==> src/rtl/rank_classifier.sv <==
// rank_classifier: collects one mismatch score per rank kernel, scans for the
// minimum, applies the acceptance threshold and holds the result under a
// valid/ready handshake.
// Optional feature macro: RANK_TIMEOUT_EN (collection timeout, timed_out flag).
// rst is asynchronous and active-low.
module rank_classifier #(
    parameter int NUM_KERNELS    = 13,
    parameter int SCORE_W        = 11,
    parameter int THRESH         = 280,
    parameter int TIMEOUT_CYCLES = 4096
) (
    input  logic                           clk,
    input  logic                           rst,
    input  logic                           frame_start,
    input  logic [NUM_KERNELS*SCORE_W-1:0] score_in,
    input  logic [NUM_KERNELS-1:0]         score_valid,
    input  logic                           rank_ready,
    output logic                           rank_valid,
    output logic [$clog2(NUM_KERNELS)-1:0] rank_out,
    output logic [SCORE_W-1:0]             best_score,
    output logic                           rank_found,
    output logic                           timed_out
);
    localparam int IDX_W  = $clog2(NUM_KERNELS);
    localparam int SCAN_W = $clog2(NUM_KERNELS + 1);

    typedef enum logic [1:0] {IDLE, COLLECT, SCAN, HOLD} state_t;

    state_t               state_reg, state_next;
    logic [NUM_KERNELS-1:0] seen_reg;
    logic [SCORE_W-1:0]   score_reg [NUM_KERNELS];
    logic [SCORE_W-1:0]   score_slice [NUM_KERNELS];
    logic [NUM_KERNELS-1:0] take;
    logic [SCAN_W-1:0]    scan_idx_reg;
    logic [SCORE_W-1:0]   min_reg;
    logic [IDX_W-1:0]     min_idx_reg;
    logic [SCORE_W-1:0]   cur_score;
    logic                 scan_last;
    logic                 timeout_hit;
    logic                 rank_valid_reg;
    logic [IDX_W-1:0]     rank_out_reg;
    logic [SCORE_W-1:0]   best_reg;
    logic                 found_reg;

    // Per-kernel slice extraction and first-wins latch enable
    generate
        for (genvar gi = 0; gi < NUM_KERNELS; gi++) begin : g_kernel
            assign score_slice[gi] = score_in[gi*SCORE_W +: SCORE_W];
            assign take[gi] = (state_reg == COLLECT) && !frame_start &&
                              score_valid[gi] && !seen_reg[gi];
        end
    endgenerate

    assign scan_last = (scan_idx_reg == SCAN_W'(NUM_KERNELS));

`ifdef RANK_TIMEOUT_EN
    localparam int CNT_W = $clog2(TIMEOUT_CYCLES + 1);
    logic [CNT_W-1:0] cnt_reg;
    logic             timed_out_reg;

    // Collection timer: counts only while collecting, restarts on every frame
    always_ff @(posedge clk or negedge rst) begin
        if (!rst)
            cnt_reg <= '0;
        else if (frame_start || state_reg != COLLECT)
            cnt_reg <= '0;
        else
            cnt_reg <= cnt_reg + 1'b1;
    end

    assign timeout_hit = (cnt_reg == CNT_W'(TIMEOUT_CYCLES - 1));

    // A result is a timeout result exactly when some kernel never reported
    always_ff @(posedge clk or negedge rst) begin
        if (!rst)
            timed_out_reg <= 1'b0;
        else if (!frame_start && state_reg == SCAN && scan_last)
            timed_out_reg <= ~&seen_reg;
    end

    assign timed_out = timed_out_reg;
`else
    assign timeout_hit = 1'b0;
    assign timed_out   = 1'b0;
`endif

    // Score and seen-mask registers; frame_start wipes the mask
    always_ff @(posedge clk or negedge rst) begin
        if (!rst) begin
            seen_reg <= '0;
            for (int k = 0; k < NUM_KERNELS; k++) score_reg[k] <= '0;
        end else if (frame_start) begin
            seen_reg <= '0;
        end else begin
            for (int k = 0; k < NUM_KERNELS; k++) begin
                if (take[k]) begin
                    score_reg[k] <= score_slice[k];
                    seen_reg[k]  <= 1'b1;
                end
            end
        end
    end

    // Score of the kernel under scan; unseen kernels read as worst possible
    always_comb begin
        cur_score = '1;
        for (int k = 0; k < NUM_KERNELS; k++) begin
            if (scan_idx_reg == SCAN_W'(k) && seen_reg[k]) cur_score = score_reg[k];
        end
    end

    // State register
    always_ff @(posedge clk or negedge rst) begin
        if (!rst) state_reg <= IDLE;
        else      state_reg <= state_next;
    end

    // Next-state logic; frame_start overrides every other transition
    always_comb begin
        state_next = state_reg;
        case (state_reg)
            IDLE:    state_next = IDLE;
            COLLECT: if (&seen_reg || timeout_hit) state_next = SCAN;
            SCAN:    if (scan_last) state_next = HOLD;
            HOLD:    if (rank_ready) state_next = IDLE;
            default: state_next = IDLE;
        endcase
        if (frame_start) state_next = COLLECT;
    end

    // Minimum scan and result/handshake registers
    always_ff @(posedge clk or negedge rst) begin
        if (!rst) begin
            scan_idx_reg   <= '0;
            min_reg        <= '0;
            min_idx_reg    <= '0;
            rank_valid_reg <= 1'b0;
            rank_out_reg   <= '0;
            best_reg       <= '0;
            found_reg      <= 1'b0;
        end else begin
            if (state_reg == COLLECT) begin
                scan_idx_reg <= '0;
                min_reg      <= '1;
                min_idx_reg  <= '0;
            end
            if (state_reg == SCAN && !scan_last) begin
                if (cur_score < min_reg) begin
                    min_reg     <= cur_score;
                    min_idx_reg <= IDX_W'(scan_idx_reg);
                end
                scan_idx_reg <= scan_idx_reg + 1'b1;
            end
            if (frame_start) begin
                rank_valid_reg <= 1'b0;
            end else if (state_reg == SCAN && scan_last) begin
                rank_out_reg   <= min_idx_reg;
                best_reg       <= min_reg;
                found_reg      <= (min_reg <= SCORE_W'(THRESH));
                rank_valid_reg <= 1'b1;
            end else if (state_reg == HOLD && rank_ready) begin
                rank_valid_reg <= 1'b0;
            end
        end
    end

    assign rank_valid = rank_valid_reg;
    assign rank_out   = rank_out_reg;
    assign best_score = best_reg;
    assign rank_found = found_reg;

endmodule
==> config.mk <==
export PLATFORM = sky130hd
export DESIGN_NAME = rank_classifier
export DESIGN_NICKNAME = d
export VERILOG_FILES = /design/src/rtl/rank_classifier.sv
export SDC_FILE = /design/constraint.sdc
export NUM_CORES = 1
export LEC_CHECK = 0
export ABC_AREA = 1
export CAP_MARGIN = 0
export CORE_UTILIZATION = 47
export CTS_CLUSTER_DIAMETER = 120
export CTS_CLUSTER_SIZE = 20
export DETAILED_ROUTE_END_ITERATION = 16
export GPL_ROUTABILITY_DRIVEN = 0
export PLACE_DENSITY = 0.76
export SETUP_SLACK_MARGIN = 0.02
export SLEW_MARGIN = 20
export SYNTH_ARGS = -nofsm -noshare
export SYNTH_HDL_FRONTEND = slang
export SYNTH_SLANG_ARGS = --single-unit
==> constraint.sdc <==
create_clock -name clk -period 4 [get_ports clk]
set_input_delay 0.8 -clock clk [delete_from_list [all_inputs] [get_ports clk]]
set_output_delay 0.8 -clock clk [all_outputs]
set_load 0.02 [all_outputs]
Word-level counts from Yosys, hierarchy flattened
Index checks and enable logic that the tools add are counted.
{"block": "word_totals", "reg_bits": 194, "in_bits": 160, "output_inout_bits": 18}
{"block": "op_classes", "addsub": 1, "magnitude_cmp": 2, "n_eq_ne": 19, "n_mux": 43, "bitwise_logic": 1, "n_reduce_logical": 91}
{"cell": "two-way mux 11 bit", "count": 16}
{"cell": "logical AND 1 bit", "count": 43}
{"cell": "AND reduction 2 bit", "count": 14}
{"cell": "nonzero test 2 bit", "count": 14}
{"cell": "equality test 4 bit (second input constant)", "count": 6}
{"cell": "two-way mux 4 bit", "count": 5}
{"cell": "equality test 4 x 3 -> 1 bit (second input constant)", "count": 4}
{"cell": "two-way mux 1 bit", "count": 16}
{"cell": "zero test 1 bit", "count": 15}
{"cell": "two-way mux 13 bit", "count": 1}
{"cell": "AND reduction 13 bit", "count": 1}
{"cell": "<= comparator 11 x 9 -> 1 bit (second input constant)", "count": 1}
{"cell": "< comparator 11 bit", "count": 1}
{"cell": "equality test 4 x 2 -> 1 bit (second input constant)", "count": 2}
{"cell": "two-way mux 2 bit", "count": 4}
{"cell": "one-hot mux 2 bit (4 select lines)", "count": 1}
{"cell": "!= test 3 bit (second input constant)", "count": 2}
{"cell": "adder 4 x 1 -> 4 bit (second input constant)", "count": 1}
{"cell": "equality test 2 bit (second input constant)", "count": 2}
{"cell": "equality test 4 x 1 -> 1 bit (second input constant)", "count": 1}
{"cell": "zero test 4 bit", "count": 1}
{"cell": "!= test 3 x 2 -> 1 bit (second input constant)", "count": 1}
{"cell": "AND reduction 3 bit", "count": 1}
{"cell": "nonzero test 3 bit", "count": 1}
{"cell": "other kinds (3)", "count": 3}

Logic depth before layout (Yosys ltp)
{"block": "depth", "depth_word": 18, "ltp_mapped": 32, "ltp_nobuf": 29}

Worst setup path after synthesis
OpenSTA, ideal clock, no wires.
{"block": "synth_path", "path_type": "flip-flop to flip-flop", "from": "reg scan_idx_reg[1]", "to": "reg min_reg[0]", "setup_ns": 0.113, "arrival_ns": 3.559, "t_required_ns": 3.887, "setup_slack_ns": 0.328, "path_stages_with_launch": 31, "n_path_buf": 3, "path_cell_list": "dfrtp_1 inv_1 ha_1 buf_2 nand2_1 inv_2 nand2_1 buf_2 nand3_1 o21ai_0 o21bai_1 nand4_1 nand3_1 o21ai_0 o21ai_1 nand3_1 nand2_1 nand2_1 nand2_1 nand2_1 inv_1 ha_1 a21oi_1 nand3b_1 a21oi_1 a2111o_1 nor2_1 clkbuf_1 nand3_1 nand2_1 inv_1"}
{"block": "synth_between", "elab_chain_cells": 18, "elab_cells_between_ends": 45}
{"item": "from (decl)", "line": "34", "rtl": "logic [SCAN_W-1:0] scan_idx_reg;"}
{"item": "from (signal assigned)", "line": "152", "rtl": "scan_idx_reg <= scan_idx_reg + 1'b1;"}
{"item": "zero test 4 bit", "line": "108", "rtl": "if (scan_idx_reg == SCAN_W'(k) && seen_reg[k]) cur_score = score_reg[k];"}
{"item": "logical AND 1 bit", "line": "108"}
{"item": "two-way mux 11 bit (13 in a row)", "line": "108"}
{"item": "< comparator 11 bit", "line": "148", "rtl": "if (cur_score < min_reg) begin"}
{"item": "two-way mux 11 bit", "line": "148"}
{"item": "two-way mux 11 bit *", "line": "147", "rtl": "if (state_reg == SCAN && !scan_last) begin"}
{"item": "to (signal assigned)", "line": "149", "rtl": "min_reg <= cur_score;"}
{"item": "to (decl)", "line": "35", "rtl": "logic [SCORE_W-1:0] min_reg;"}
Every way passes the cells marked *; elsewhere a longest branch is shown, timed or not.
A chain may end at the register's enable or synchronous reset.

Final worst setup path
{"block": "layout_path", "from": "reg scan_idx_reg[0]", "to": "reg min_reg[10]"}
Same word-level chain as after synthesis.

==> metrics.md <==
| Metric | Value |
|---|---|
| Status | `complete, no violations` |
| Pin count of the biggest net entering global routing | `121` |
| Vias in the first global route | `7441` |
| Worst Path Arrival | `4350 ps` |
| Top cells by area, synth | `dfrtp_1, mux2_2, nand2_1` |
| H-tree depth | `4` |
| Area Overhead vs Synth | `34.2%` |
| Area leader, netlist | `dfrtp_1` |
| CP delay by family, top | `simple AND/OR/NAND/NOR gates` |
| Global-route wire length before repair | `about 38000 um` |
| Net count after synthesis | `1194` |
| Most common cell on crit path | `nand2_1` |
| Vias per cell | `5.21` |
| Yosys top cell area share | `51.7%` |
| Die Ht | `approximately 140 um` |
| DRC viols | `0` |
| Crit-path max FO | `7` |
| Clk pwr share | `between 20% and 30%` |
| WL final | `between 20000 and 30000 um` |
| I/O Buffers | `~180` |
| Cell Area, Synth | `0.00939 mm^2` |
| Max stage delay on crit path | `roughly 430 ps` |
| Cell variety after synth | `43` |
| Register-to-Register Path Depth | `31` |
| Max-Cap Viols | `0` |
| Crit end category | `register` |
| Most numerous cell in the Yosys netlist | `dfrtp_1` |
| Antenna cell count | `0` |
| Finished Cell Area | `0.0126 mm^2` |
| CP Data Required Time | `between 4000 and 5000 ps` |
| Filler cells | `1597` |
| Number of flip-flops in the largest register | `143` |
| Clock Skew | `9.69 ps` |
| Layout cells sized above 1 | `21.7%` |
| Synth top cells by count | `dfrtp_1, nand2_1, inv_1, mux2_2, o21ai_0` |
| Min cycle time layout | `3980 ps` |
| Startpoint Class | `register` |
| Buffers & Inverters on Critical Path | `7` |
| Mean post-synth cell area | `9.24 um^2` |
| Std cell rows | `51` |
| WHS | `484 ps` |
| # setup viols final | `0` |
| Max rail drop VDD | `342 uV` |
| CP Class | `register to register` |
| Max-slew violation count | `0` |
| Vias | `7806` |
| CP max stage cell | `dfrtp_1` |
| Post-synthesis sequential area ratio | `between 50% and 60%` |
| Initial antenna violation count | `0` |
| Post-synth EDFFs | `0` |
| Worst skew pair latency | `440 ps` |
| Slew HR | `36.9%` |
| Die ar. | `0.0206 mm^2` |
| Pwr Total | `roughly 0.0074 W` |
| Worst hold stages | `2` |
| Per-cell routed wire length | `roughly 17 um` |
| Fraction of registers with async set/reset | `100%` |
| Gate Count Post-Synth | `1017` |
| Sw Pwr | `0.00251 W` |
| Starting density of the core | `48.1%` |
| Total congestion overflow | `0` |
| Multi-input logic area | `approximately 0.0042 mm^2` |
| GRT Overall Usage | `roughly 25%` |
| DRT iter0 DRCs | `651` |
| Flop pwr share | `42.8%` |
| Seq cells post-synth | `between 150 and 200` |
| DIE WIDTH | `approximately 140 um` |
| CTS sink cnt | `194` |
| Nets | `1397` |
| Ys flop type | `dfrtp_1` |
| RSZ-0062 raised after global routing | `yes` |
| Reg area | `approximately 0.005 mm^2` |
| # IOs | `178` |
| Power Internal | `0.00489 W` |
| TritonCTS Buffers | `17` |
| Power Density | `between 500 and 600 mW/mm^2` |
| Comb power frac | `34.1%` |
| Root buf cell | `clkbuf_16` |
| Non-Filler Instances | `1498` |
| Sw frac | `about 34%` |
| Clk buf depth | `2` |
| TritonCTS clock tree | `done` |
| Clk pin slew, worst setup/hold paths | `70 ps` |
| Worst-Margin Slew | `roughly 950 ps` |
| DP HPWL | `18200 um` |
| Placed cell areas | `about 0.012 mm^2` |
| CORE AREA | `0.0195 mm^2` |
| Antenna viol nets, final | `0` |
| Final Cycle Share | `99.4%` |
| Cells after DPL | `1446` |
| P_leak | `5.80 nW` |
| Setup TNS | `0 ps` |
| FMAX | `252 MHz` |
| Yosys warning count | `0` |
| HP Class | `register to register` |
| Critical Path Stages | `31` |
| DR pass1 iterations | `5` |
| Final hold violations | `0` |
[layout make-up]
cell class,count,share of cell area (%)
Sequential cell,194,38.5
Multi-Input combinational cell,647,33.0
Clock inverter,11,1.02
Timing Repair Buffer,228,17.3
Clock buffer,21,3.57
Tap cell,265,2.63
Inverter,132,3.95
[worst register-to-register path: cells and delay by family (launching register included)]
kind | cells | cell delay, ps
DFF | 1 | 430
and+or+nand+nor | 16 | 1400
adders and majority gates | 2 | 350
buffers and inverters | 7 | 710
AOI/OAI and AO/OA | 6 | 1000
[timing repair]
item / CTS / global route
gates resized for setup: 4 / 85
pin swaps: 0 / 48
hold buffers: 0 / 0
buffers inserted: 3 / 15
cloned: 0 / 2
endpoints found under the setup margin: 15 / 15
[per-layer routing]
| metal | vias up | part of all wire [%] | track usage [%] |
|---|---|---|---|
| met1 | 3798 | 44 | 33.9 |
| met4 | 0 | 2.2 | 7.28 |
| met2 | 242 | 49 | 40.6 |
| met3 | 44 | 4.7 | 4.23 |
| met5 | - | 0 | 0 |
| li1 | 3722 | - | - |
[stage by stage]
step | utilization [%] | setup slack (ps)
2_1_floorplan | - | 328
3_3_place_gp | 59.1 | 18.6
3_5_place_dp | 59.1 | -118
4_1_cts | 62.3 | 28.2
5_1_grt | 64.6 | -197
6_report | 64.6 | 24.6
[power groups by stage]
stage               Combinational, W  Sequential, W  Clock, W
finish                       0.00253        0.00317   0.00171
global route                 0.00275        0.00325   0.00180
CTS                          0.00216        0.00314   0.00172
detailed placement           0.00213        0.00317         0
global placement             0.00206        0.00313         0
floorplan                    0.00149        0.00304         0
[layout by cell type (no fill, tap or decap), types with 7 or more instances in the layout]
| cell type | synthesis | final |
|---|---|---|
| dfrtp_1 | 194 | 193 |
| clkdlybuf4s50_1 | 0 | 175 |
| nand2_1 | 183 | 162 |
| inv_1 | 123 | 115 |
| mux2_2 | 103 | 103 |
| nor2_1 | 71 | 69 |
| o21ai_0 | 77 | 66 |
| nand3_1 | 64 | 57 |
| buf_4 | 2 | 45 |
| a21oi_1 | 47 | 44 |
| nand2_2 | 3 | 20 |
| o21ai_1 | 12 | 18 |
| clkbuf_16 | 0 | 17 |
| inv_2 | 7 | 14 |
| o21bai_1 | 13 | 12 |
| nand4_1 | 12 | 12 |
| o21ai_2 | 5 | 10 |
| nand3_2 | 2 | 8 |
| ha_1 | 17 | 8 |
| ha_4 | 0 | 7 |
| buf_6 | 1 | 7 |
[cell families after synthesis]
group / Yosys count / share of synthesized area [%]
and+or+nand+nor: 357 / 16.4
DFF: 194 / 51.7
buffers and inverters: 178 / 7.37
AOI/OAI and AO/OA: 166 / 9.76
muxes: 104 / 12.5
adders and majority gates: 17 / 2.26
other: 1 / 0.0399
[final timing paths]
kind / from / to / slack (ps)
worst min register to register: best_score[9] / best_score[9] / 480
worst min-delay path: best_score[9] / best_score[9] / 480
worst max register to register: scan_idx_reg[0] / min_reg[10] / 20
worst max-delay path: scan_idx_reg[0] / min_reg[10] / 20
max in group asynchronous: rst / rank_found / 2530
min in group asynchronous: rst / score_reg[87] / 500
No activity file was read; power rests on OpenSTA's default activity.
